### src/rtl/board_io_pkg.sv
// Shared constants, types and parameter legality check for the CPU <-> board pin bridge.
package board_io_pkg;

  localparam int MAX_CHANNELS  = 8;
  localparam int BOARD_CLK_DIV = 2;
  localparam int PORT_WIDTH    = 16;

  typedef logic [PORT_WIDTH-1:0] port_word_t;

  // sts_data carries one flag per channel, so the port word must be at least CHANNELS wide.
  function automatic bit params_legal(int channels, int width, int clk_div, int debounce);
    return (channels >= 1) && (channels <= MAX_CHANNELS) && (width >= channels) &&
           (clk_div >= 1) && (debounce >= 1);
  endfunction

endpackage

### src/rtl/board_io_bridge_sw_debounce.sv
// One switch channel: 2-FF synchroniser, whole-vector debounce, and a pulse when the accepted value changes.
module sw_debounce #(
  parameter int WIDTH           = 16,
  parameter int DEBOUNCE_CYCLES = 4
) (
  input  logic             clk,
  input  logic             rst_n,
  input  logic [WIDTH-1:0] sw_i,
  output logic [WIDTH-1:0] stable_o,
  output logic             changed_o
);

  localparam int CNT_W = (DEBOUNCE_CYCLES > 1) ? $clog2(DEBOUNCE_CYCLES) : 1;
  localparam logic [CNT_W-1:0] CNT_LAST = CNT_W'(DEBOUNCE_CYCLES - 1);

  logic [WIDTH-1:0] meta_q, sync_q, cand_q, stable_q;
  logic [CNT_W-1:0] cnt_q;
  logic             settled;

  // stable_q is reloaded every settled cycle; only a real difference counts as a change.
  assign settled   = (sync_q == cand_q) && (cnt_q == CNT_LAST);
  assign changed_o = settled && (cand_q != stable_q);
  assign stable_o  = stable_q;

  always_ff @(posedge clk or negedge rst_n) begin
    if (!rst_n) begin
      meta_q   <= '0;
      sync_q   <= '0;
      cand_q   <= '0;
      cnt_q    <= '0;
      stable_q <= '0;
    end else begin
      meta_q <= sw_i;
      sync_q <= meta_q;
      if (sync_q != cand_q) begin
        cand_q <= sync_q;
        cnt_q  <= '0;
      end else if (cnt_q == CNT_LAST) begin
        stable_q <= cand_q;
      end else begin
        cnt_q <= cnt_q + 1'b1;
      end
    end
  end

endmodule

### src/rtl/board_io_bridge.sv
// Bridge between CPU port bus and board switches/LEDs: clock-enable divider, debounced inputs,
// cpu_ce-qualified LED latches and per-channel sticky change flags.
module board_io_bridge
  import board_io_pkg::*;
#(
  parameter int               CHANNELS        = 1,
  parameter int               WIDTH           = 16,
  parameter int               CLK_DIV         = BOARD_CLK_DIV,
  parameter int               DEBOUNCE_CYCLES = 4,
  parameter logic [WIDTH-1:0] LED_RESET       = '0
) (
  input  logic                      clk,
  input  logic                      rst_n,
  output logic                      cpu_ce,
  input  logic [CHANNELS*WIDTH-1:0] sw_in,
  output logic [CHANNELS*WIDTH-1:0] led_out,
  output logic [CHANNELS*WIDTH-1:0] cpu_rd_data,
  input  logic [CHANNELS*WIDTH-1:0] cpu_wr_data,
  input  logic [CHANNELS-1:0]       cpu_wr_strobe,
  input  logic [CHANNELS-1:0]       cpu_rd_strobe,
  output logic [WIDTH-1:0]          sts_data
);

  if (!params_legal(CHANNELS, WIDTH, CLK_DIV, DEBOUNCE_CYCLES)) begin : g_bad_params
    $error("board_io_bridge: illegal parameter set");
  end

  localparam int DIV_W = (CLK_DIV > 1) ? $clog2(CLK_DIV) : 1;
  localparam logic [DIV_W-1:0] DIV_LAST = DIV_W'(CLK_DIV - 1);

  logic [DIV_W-1:0]          div_q, div_d;
  logic                      ce_q;
  logic [CHANNELS*WIDTH-1:0] led_q, led_d;
  logic [CHANNELS-1:0]       changed, flag_q, flag_d;
  logic [WIDTH-1:0]          sts_q;

  for (genvar c = 0; c < CHANNELS; c++) begin : g_ch
    sw_debounce #(
      .WIDTH          (WIDTH),
      .DEBOUNCE_CYCLES(DEBOUNCE_CYCLES)
    ) u_debounce (
      .clk      (clk),
      .rst_n    (rst_n),
      .sw_i     (sw_in[c*WIDTH +: WIDTH]),
      .stable_o (cpu_rd_data[c*WIDTH +: WIDTH]),
      .changed_o(changed[c])
    );
  end

  // CPU strobes only count in the cycle where the registered cpu_ce is high.
  always_comb begin
    div_d = (div_q == DIV_LAST) ? '0 : div_q + 1'b1;
    led_d = led_q;
    for (int c = 0; c < CHANNELS; c++) begin
      if (cpu_wr_strobe[c] && ce_q) begin
        led_d[c*WIDTH +: WIDTH] = cpu_wr_data[c*WIDTH +: WIDTH];
      end
    end
    // A new change wins over a read clear landing in the same cycle.
    flag_d = changed | (flag_q & ~(cpu_rd_strobe & {CHANNELS{ce_q}}));
  end

  always_ff @(posedge clk or negedge rst_n) begin
    if (!rst_n) begin
      div_q  <= '0;
      ce_q   <= 1'b0;
      led_q  <= {CHANNELS{LED_RESET}};
      flag_q <= '0;
      sts_q  <= '0;
    end else begin
      div_q  <= div_d;
      ce_q   <= (div_q == DIV_LAST);
      led_q  <= led_d;
      flag_q <= flag_d;
      sts_q  <= WIDTH'(flag_q);
    end
  end

  assign cpu_ce   = ce_q;
  assign led_out  = led_q;
  assign sts_data = sts_q;

endmodule

### config.mk
export PLATFORM = sky130hd
export DESIGN_NAME = board_io_bridge
export DESIGN_NICKNAME = d
export VERILOG_FILES = /design/src/rtl/board_io_pkg.sv /design/src/rtl/board_io_bridge_sw_debounce.sv /design/src/rtl/board_io_bridge.sv
export SDC_FILE = /design/constraint.sdc
export NUM_CORES = 1
export LEC_CHECK = 0
export BUFFER_PORTS_ARGS = -buffer_cell sky130_fd_sc_hd__buf_2
export CORE_MARGIN = 8
export CORE_UTILIZATION = 56
export DETAILED_ROUTE_END_ITERATION = 6
export GPL_TIMING_DRIVEN = 1
export PLACE_DENSITY = 0.9
export SLEW_MARGIN = 10
export SYNTH_ARGS = -nofsm -noshare
export SYNTH_HDL_FRONTEND = slang
export SYNTH_HIERARCHICAL = 1
export SYNTH_SLANG_ARGS = --single-unit
### constraint.sdc
create_clock -name clk -period 4.3 [get_ports clk]
set_input_delay 0.215 -clock clk [delete_from_list [all_inputs] [get_ports clk]]
set_output_delay 0.215 -clock clk [all_outputs]
set_load 0.005 [all_outputs]
==> impl_metrics.py, run 1 <==
metrics = {
    "layout": {
        "finalNonFillerCells": 359,
        "fillers": 391,
        "antenna_cells": 0,
        "fin_area_sq_um": 3860,
        "multi_input_area_sq_um": 902,
        "final_layout_size_suffix_gt1_frac": 0.401,
        "syn2layout_area_growth_pct": 19.5,
        "regArea_sq_um": 2150,
        "final_net_count": 320,
    },
    "cts": {
        "cts_setup_buffers": 0,
        "cts_made_buffers": 9,
        "root_buffer": "clkbuf_8",
        "clkTransAtPathRegs_ps": 80,
        "clock_sinks": 86,
        "cts_buffer_depth": 2,
        "ctsHoldBuffers": 16,
        "worstSkewPairLatency_ps": 340,
        "htreeDepth": 3,
        "cts_tree": "yes",
        "cts.repair.resized": 0,
    },
    "setup_path": {
        "crit_path_end_kind": "flop",
        "crit_path_cell_trace": "xor2_1 -> nor4_1 -> nand4_1 -> or2_1 -> mux2_4",
        "critical_path.max_stage_delay_ps": 600,
        "crit_type": "flop to flop",
        "crit_path_max_fanout": 17,
        "slowest_stage": "or2_1",
        "cp.arrival_ps": 2660,
        "cp.required_ps": 4520,
        "start_kind": "flop",
    },
    "synth": {
        "yosysMostFrequentCell": "dfrtp_1",
        "synth_cells": 207,
        "yosysSeqAreaShare": 0.666,
        "yosysTopAreaCell": "dfrtp_1",
        "synth_common_cells": "dfrtp_1 (86), mux2_4 (19), xor2_1 (17)",
        "synth.area.top_cells": "dfrtp_1 (67%), mux2_4 (8.8%), xor2_1 (4.6%)",
        "synthesis.area_sq_um": 3230,
        "ys_seq_elements": 86,
        "synth_top_area_frac": 0.666,
        "synth-edff-count": 0,
        "ys.flop_type": "dfrtp_1",
        "yosys_warnings": 6,
        "synth_cell_type_count": 20,
        "async_flop_share": 1.00,
        "synth.avg_cell_area_sq_um": 15.6,
    },
    "timing": {
        "final_hold_viol_count": 0,
        "slew_violations": 0,
        "tns_ps": 0,
        "setup_viol": 0,
        "tightest_slew_ps": 1010,
        "clock.fmax_mhz": 411,
        "min_period_ps": 2430,
        "slew_headroom": 0.329,
        "fin_ws_ps": 1870,
        "fin_crit_sh": 0.565,
        "rsz0062_at_grt": "false",
        "skew_ps": 9.31,
    },
    "global_routing": {
        "antenna_found_initial": 0,
        "grt_util_all_layers": 0.152,
        "grt_pass1_wl_microns": 9800,
        "grt_max_degree": 87,
        "grt_pass1_vias": 1959,
        "gr-total-overflow": 0,
    },
    "routing": {
        "via_count": 1736,
        "drc": 0,
        "drtIter0Drc": 79,
        "avgViaCountPerCell": 4.84,
        "routedWlPerCell_microns": 17.1,
        "antenna_left": 0,
        "drt-pass1-iter-count": 4,
        "wl_microns": 6120,
    },
    "outcome": {
        "status": "completed",
    },
    "die": {
        "initial_core_util": 0.584,
        "ios": 85,
        "fp-row-count": 27,
        "core_sq_um": 5540,
        "die_width_microns": 92.0,
        "die_h_microns": 92.0,
        "dieArea_sq_um": 8460,
    },
    "placed_design": {
        "place_inst": 328,
        "routabilityCongestion": 0.770,
        "postPlaceCellArea_sq_um": 3500,
        "pre_cts_ws_ps": 1930,
        "dp_hpwl_microns": 4300,
        "portBuffers": 69,
    },
    "run": {
        "drv_cap": 0,
    },
    "power": {
        "vdd_drop_max_uv": 326,
        "power.leakage_nw": 1.97,
        "pwr_density_cell_nw_per_um2": 403,
    },
    "min_path": {
        "hold_class": "input port to asynchronous set/reset pin",
    },
}
power breakdown:
group          internal [mW]  switching [mW]
sequential             0.846          0.0251
combinational         0.0583          0.0463
clock                  0.323           0.257
cells in the final DEF, fill, tap and decap left out:
cell           Yosys  routed
clkinvlp_4         0       1
or2_1              1       1
nand2_4            1       1
nand2_1            1       1
bufinv_16          0       2
nand4_1            5       5
conb_1             1      15
clkbuf_1          16       2
a21o_1             1       1
xnor2_1           16      16
nor2_1             3       3
mux2i_1            1       1
mux2_2            13      13
nor4_1             5       5
mux2_4            19      19
inv_1              2       2
ha_1               1       1
clkbuf_8           0       9
dlygate4sd3_1      0      16
buf_4             15       1
clkinv_2           0       1
xor2_1            17      17
dfrtp_1           86      86
buf_2              0      68
registers in the layout (all words and copies together), names as in the netlist:
| signal | count |
|---|---|
| g_ch.u_debounce/cand_q | 16 |
| sts_data | 1 |
| cpu_ce | 1 |
| div_q | 1 |
| g_ch.u_debounce/stable_o | 16 |
| g_ch.u_debounce/sync_q | 16 |
| g_ch.u_debounce/meta_q | 16 |
| led_out | 16 |
| g_ch.u_debounce/cnt_q | 2 |
| flag_q | 1 |
worst max-delay path: cells and delay by family, from the launching register on:
kind | cells | cell delay (ps)
xor+xnor | 1 | 170
simple gates | 3 | 1290
flops | 1 | 420
mux | 1 | 430
through the flow:
stage,power (mW),util,hold slack [ps]
4_1_cts,1.57,0.697,81.5
3_3_place_gp,0.974,0.632,322
5_1_grt,1.62,0.697,82.9
2_1_floorplan,0.935,-,-80.6
6_report,1.56,0.697,48.4
3_5_place_dp,0.981,0.632,324
final cells by class:
| type | instances | share of cell area |
|---|---|---|
| flip-flops and latches | 86 | 0.557 |
| clock buffers | 11 | 0.0340 |
| repair buffers | 85 | 0.131 |
| clock inverters | 4 | 0.0188 |
| well taps | 72 | 0.0233 |
| multi-input cells | 99 | 0.233 |
| inverters | 2 | 0.00194 |
routing by layer:
layer | share of wire | global-route usage | wire length, microns | vias up
met1 | 0.37 | 0.159 | 2260 | 880
met2 | 0.55 | 0.267 | 3380 | 61
li1 | - | - | - | 785
met4 | 0.019 | 0.0725 | 115 | 0
met5 | 0 | 0 | 0 | -
met3 | 0.060 | 0.0522 | 365 | 10
logic make-up after synthesis:
| kind of cell | share of synthesized area |
|---|---|
| and+or+nand+nor | 0.0294 |
| xor gates and xnor gates | 0.0894 |
| AOI/OAI and AO/OA | 0.00232 |
| DFF | 0.666 |
| buffers and inverters | 0.0716 |
| muxes | 0.137 |
| other | 0.00116 |
| adders and majority gates | 0.00387 |
worst paths after layout:
path | to | from | slack [ps] | depth (start not counted)
max | g_ch[0].u_debounce/stable_o[9] | g_ch[0].u_debounce/cand_q[8] | 1870 | 5
min | g_ch[0].u_debounce/meta_q[11] | rst_n | 50 | 1
max reg2reg | g_ch[0].u_debounce/stable_o[9] | g_ch[0].u_debounce/cand_q[8] | 1870 | 5
min reg2reg | g_ch[0].u_debounce/sync_q[8] | g_ch[0].u_debounce/meta_q[8] | 350 | 0
max in group asynchronous | cpu_ce | rst_n | 3610 | 1
min in group clk | led_out[10] | cpu_wr_data[10] | 100 | 2
Power figures use the tool's default switching activity.
==> inputs of run 2 (changes only) <==
--- a/config.mk
+++ b/config.mk
@@ -5,12 +5,13 @@
 export SDC_FILE = /design/constraint.sdc
 export NUM_CORES = 1
 export LEC_CHECK = 0
+export ABC_AREA = 1
 export BUFFER_PORTS_ARGS = -buffer_cell sky130_fd_sc_hd__buf_2
 export CORE_MARGIN = 8
-export CORE_UTILIZATION = 56
+export CORE_UTILIZATION = 53
 export DETAILED_ROUTE_END_ITERATION = 6
 export GPL_TIMING_DRIVEN = 1
-export PLACE_DENSITY = 0.9
+export PLACE_DENSITY = 0.85
 export SLEW_MARGIN = 10
 export SYNTH_ARGS = -nofsm -noshare
 export SYNTH_HDL_FRONTEND = slang
==> constraint.sdc (replaced) <==
create_clock -name clk -period 2.4 [get_ports clk]
set_input_delay 0.12 -clock clk [delete_from_list [all_inputs] [get_ports clk]]
set_output_delay 0.12 -clock clk [all_outputs]
set_load 0.005 [all_outputs]
==> impl_metrics.py, run 2 <==
metrics = {
    "timing": {
        "tightest_slew_ps": 725,
        "rsz0062_at_grt": "false",
        "tns_ps": 0,
        "whs_ps": 81.7,
        "setup_viol": 0,
        "fin_crit_sh": 0.730,
        "clock.fmax_mhz": 571,
        "slew_violations": 0,
        "min_period_ps": 1750,
        "slew_headroom": 0.517,
        "final_hold_viol_count": 0,
        "skew_ps": 15.4,
    },
    "synth": {
        "yosysTopAreaCell": "dfrtp_1",
        "synthesis.area_sq_um": 3510,
        "synth_top_area_frac": 0.614,
        "synth.area.top_cells": "dfrtp_1 (61%), nand2_1 (12%), buf_4 (3.4%)",
        "ys_seq_elements": 86,
        "synth_common_cells": "nand2_1 (109), dfrtp_1 (86), nor2_1 (24)",
        "synth_cells": 353,
        "yosys_warnings": 6,
        "async_flop_share": 1.00,
        "synth.avg_cell_area_sq_um": 9.94,
        "ys.flop_type": "dfrtp_1",
        "synth_cell_type_count": 25,
        "yosysSeqAreaShare": 0.614,
        "synth-edff-count": 0,
        "yosysMostFrequentCell": "nand2_1",
    },
    "power": {
        "pwr_density_cell_nw_per_um2": 627,
        "vdd_drop_max_uv": 526,
        "sequentialPowerShare": 0.582,
        "p_switching_mw": 0.673,
        "power.leakage_nw": 2.34,
        "switching_share": 0.251,
        "clkPwrFrac": 0.334,
        "intPower_mw": 2.01,
        "power_frac_comb": 0.084,
    },
    "setup_path": {
        "critPathTopFamily": "simple AND/OR/NAND/NOR gates",
        "crit_path_max_fanout": 18,
        "crit_path_cell_trace": "xor2_1 -> nor2_1 -> nand2_1 -> nor2_8 -> nand3_4 -> nor2_2 -> inv_1 -> nand2_1",
        "crit_type": "flop to flop",
        "critical_path.max_stage_delay_ps": 420,
        "cp.required_ps": 2680,
        "cpMostUsedCell": "nand2_1",
        "reg2regPathDepth": 8,
        "start_kind": "flop",
        "path_buf_inv": 1,
        "crit_path_end_kind": "flop",
        "r2r_end": "flag_q",
        "rrSetupSlack_ps": 650,
        "cp.arrival_ps": 2030,
        "rr_startpoint": "g_ch[0].u_debounce/cand_q[11]",
        "slowest_stage": "dfrtp_1",
    },
    "routing": {
        "drc": 0,
        "drtIter0Drc": 133,
        "routedWlPerCell_microns": 13.9,
        "drt-pass1-iter-count": 4,
        "antenna_left": 0,
        "avgViaCountPerCell": 4.86,
        "wl_microns": 7260,
        "via_count": 2544,
    },
    "global_routing": {
        "grt_max_degree": 45,
        "grt_pass1_vias": 2613,
        "grt_util_all_layers": 0.156,
        "gr-total-overflow": 0,
        "antenna_found_initial": 0,
        "grt_pass1_wl_microns": 12100,
    },
    "die": {
        "die_h_microns": 97.3,
        "initial_core_util": 0.549,
        "fp-row-count": 29,
        "dieArea_sq_um": 9480,
        "die_width_microns": 97.3,
        "core_sq_um": 6390,
        "ios": 85,
    },
    "placed_design": {
        "dp_hpwl_microns": 4760,
        "portBuffers": 69,
        "routabilityCongestion": 0.817,
    },
    "layout": {
        "final_net_count": 478,
        "final_layout_size_suffix_gt1_frac": 0.226,
        "antenna_cells": 0,
        "syn2layout_area_growth_pct": 21.7,
        "final_cell_mix": "nand2_1 (109), dfrtp_1 (86), buf_2 (68)",
        "final_common_cell": "nand2_1",
        "fillers": 479,
    },
    "cts": {
        "htreeDepth": 3,
        "clock_sinks": 86,
        "cts_setup_buffers": 0,
        "cts_tree": "yes",
        "cts_buffer_depth": 2,
        "cts_made_buffers": 9,
        "clkTransAtPathRegs_ps": 80,
        "root_buffer": "clkbuf_8",
        "worstSkewPairLatency_ps": 350,
    },
    "min_path": {
        "hold_class": "input port to flop",
        "holdPathStages": 4,
        "min_to": "flag_q",
        "min_from": "cpu_rd_strobe",
    },
    "outcome": {
        "status": "completed",
    },
    "run": {
        "drv_cap": 0,
    },
}
## run 2: cell count changes after synthesis, moves of 6 or more
cell     delta
nand2_1   +108
nor2_1     +21
nand3_1    +20
inv_1      +19
mux2_4     -19
mux2_2     -13
xor2_1     -12
nand4_1    +11
xnor2_1     -6
## run 2: timing repair
action | CTS | global route
resized for setup | 0 | 0
hold buffers | 32 | 1
endpoints found under the hold margin | 74 | 1
## run 2: cell type report
class                   count  area, sq um  area share
flip-flops and latches     86         2150       0.504
clock inverters             6         45.0      0.0106
clock buffers              10          128      0.0299
inverters                  25         93.8      0.0220
multi-input cells         215         1050       0.246
repair buffers            104          706       0.165
well taps                  77         96.3      0.0226
## run 2: tightest hold or removal path: cells and delay by family
| family | cells | cell delay, ps |
|---|---|---|
| simple gates | 3 | 180 |
| buf+inv | 1 | 80 |
## run 2: logic make-up after synthesis
| kind of cell | after synthesis | synth area share |
|---|---|---|
| xor+xnor | 15 | 0.0375 |
| mux | 1 | 0.00285 |
| other cells | 1 | 0.00107 |
| fa+ha+maj | 1 | 0.00357 |
| simple gates | 183 | 0.239 |
| buf+inv | 66 | 0.102 |
| flops | 86 | 0.614 |
## run 2: per-layer routing
metal  vias to the layer above  part of all wire  track usage
li1                       1225                 -            -
met5                         -                 0            0
met3                         9              0.11       0.0889
met1                      1198              0.40        0.174
met2                       112              0.48        0.252
met4                         0             0.014       0.0408
## run 2: worst max path at each step
stage                        end  depth (start not counted)  slack [ps]                           from
after detailed placement  flag_q                          8         680  g_ch[0].u_debounce/cand_q[11]
after floorplan           flag_q                         10        1000   g_ch[0].u_debounce/cand_q[6]
after global routing      flag_q                         10         460  g_ch[0].u_debounce/cand_q[10]
final                     flag_q                          8         650  g_ch[0].u_debounce/cand_q[11]
after CTS                 flag_q                         10         640  g_ch[0].u_debounce/cand_q[10]
after global placement    flag_q                          8         730  g_ch[0].u_debounce/cand_q[11]
## run 2: metrics by stage
stage / instances / utilization / setup slack (ps) / power (mW) / cell area (sq um)
2_1_floorplan: 367 / - / 997 / 1.69 / 3560
3_3_place_gp: 474 / 0.590 / 733 / 1.75 / 3770
3_5_place_dp: 474 / 0.590 / 678 / 1.77 / 3770
4_1_cts: 522 / 0.667 / 644 / 2.70 / 4260
5_1_grt: 523 / 0.668 / 464 / 2.81 / 4270
6_report: 523 / 0.668 / 648 / 2.68 / 4270
## run 2: power by group through the flow
stage	Clock (mW)	Sequential, mW	Combinational (mW)
after global placement	0	1.58	0.174
after CTS	0.922	1.56	0.221
final	0.895	1.56	0.226
after global routing	0.991	1.57	0.254
after detailed placement	0	1.58	0.182
after floorplan	0	1.58	0.108
==> inputs of run 3 (changes only) <==
==> constraint.sdc (replaced) <==
create_clock -name clk -period 1.75 [get_ports clk]
set_input_delay 0.0875 -clock clk [delete_from_list [all_inputs] [get_ports clk]]
set_output_delay 0.0875 -clock clk [all_outputs]
set_load 0.005 [all_outputs]
==> impl_metrics.py, run 3 (synthesis results as in run 2) <==
metrics = {
    "cts": {
        "cts_made_buffers": 9,
        "htreeDepth": 3,
        "cts_buffer_depth": 2,
        "clkTransAtPathRegs_ps": 100,
        "worstSkewPairLatency_ps": 360,
        "root_buffer": "clkbuf_8",
        "cts_tree": "yes",
        "clock_sinks": 86,
    },
    "routing": {
        "drc": 0,
        "drt-pass1-iter-count": 4,
        "routedWlPerCell_microns": 14.1,
        "avgViaCountPerCell": 4.90,
        "antenna_left": 0,
        "via_count": 2589,
        "wl_microns": 7430,
        "drtIter0Drc": 128,
    },
    "setup_path": {
        "crit_type": "flop to flop",
        "rr_startpoint": "g_ch[0].u_debounce/cand_q[11]",
        "cp.arrival_ps": 1800,
        "start_kind": "flop",
        "startpoint": "g_ch[0].u_debounce/cand_q[11]",
        "crit_path_max_fanout": 17,
        "crit_path_end_kind": "flop",
        "cp.required_ps": 2050,
        "rrSetupSlack_ps": 240,
    },
    "placed_design": {
        "routabilityCongestion": 0.793,
        "dp_hpwl_microns": 4890,
        "place_inst": 478,
        "portBuffers": 69,
    },
    "layout": {
        "antenna_cells": 0,
        "finalNonFillerCells": 528,
        "final_net_count": 483,
        "final_cell_mix": "nand2_1 (109), dfrtp_1 (86), buf_2 (68)",
        "final_common_cell": "nand2_1",
        "syn2layout_area_growth_pct": 23.6,
        "final_layout_size_suffix_gt1_frac": 0.235,
    },
    "timing": {
        "rsz0062_at_grt": "false",
        "whs_ps": 133,
        "slew_violations": 0,
        "clock.fmax_mhz": 664,
        "setup_viol": 0,
        "fin_crit_sh": 0.860,
        "min_period_ps": 1510,
        "skew_ps": 17.1,
        "final_hold_viol_count": 0,
        "tns_ps": 0,
    },
    "power": {
        "vdd_drop_max_uv": 757,
        "pwr_density_cell_nw_per_um2": 875,
        "power.leakage_nw": 2.38,
    },
    "global_routing": {
        "grt_pass1_vias": 2778,
        "grt_max_degree": 45,
        "antenna_found_initial": 0,
        "grt_pass1_wl_microns": 13000,
        "grt_util_all_layers": 0.167,
        "gr-total-overflow": 0,
    },
    "die": {
        "initial_core_util": 0.549,
        "ios": 85,
        "fp-row-count": 29,
        "core_sq_um": 6390,
        "die_width_microns": 97.3,
        "dieArea_sq_um": 9480,
        "die_h_microns": 97.3,
    },
    "min_path": {
        "hold_class": "input port to asynchronous set/reset pin",
    },
    "run": {
        "drv_cap": 0,
    },
    "outcome": {
        "status": "completed",
    },
}
## run 3: cell count changes in the layout (fill, tap and decap cells not counted), sizes merged
cell,delta
buf,+4
inv,+3
clkinvlp,-2
clkbuf,-1
dlygate4sd3,+1
## run 3: layout make-up
cell class / count / area (sq um)
repair buffers: 109 / 746
flip-flops and latches: 86 / 2150
fillers: 471 / 2050
clock inverters: 7 / 73.8
inverters: 25 / 93.8
multi-input cells: 215 / 1050
clock buffers: 9 / 124
well taps: 77 / 96.3
## run 3: worst paths after layout
path	cells past startpoint	endpoint
worst max-delay path	7	g_ch[0].u_debounce/cnt_q[1]
min in group clk	3	led_out[15]
worst min-delay path	2	led_out[4]
worst min register to register	0	g_ch[0].u_debounce/sync_q[6]
max in group asynchronous	3	g_ch[0].u_debounce/stable_o[4]
worst max register to register	7	g_ch[0].u_debounce/cnt_q[1]
## run 3: critical path, stage by stage, from the launching register on
cell     delay (ps)
dfrtp_1         430
xor2_1          170
nor2_1          120
nand2_1         150
nor2_8          120
buf_4           230
nand2_1         100
nor2_1          120
## run 3: power by group
group | internal, mW | switching, mW
clock | 0.564 | 0.778
combinational | 0.154 | 0.157
sequential | 2.07 | 0.0638
total | 2.79 | 0.999
## run 3: timing repair
item | 4_1_cts | 5_1_grt
hold buffers | 34 | 0
resized for setup | 0 | 0
hold endpoints to repair | 119 | 0
setup buffers | 0 | 0
## run 3: layer usage
metal  GRT usage  up-vias  part of all wire
met2       0.271       93              0.48
met3      0.0853       17             0.096
met5           0        -                 0
met1       0.183     1244              0.41
met4      0.0583        0             0.020
li1            -     1235                 -
## run 3: stage by stage
stage | cell area [sq um] | util | setup slack [ps] | power (mW)
floorplan | 3560 | - | 347 | 2.31
global placement | 3800 | 0.594 | 281 | 2.41
detailed placement | 3800 | 0.594 | 246 | 2.42
CTS | 4330 | 0.679 | 235 | 3.83
global route | 4330 | 0.679 | 81.8 | 3.98
finish | 4330 | 0.679 | 245 | 3.79
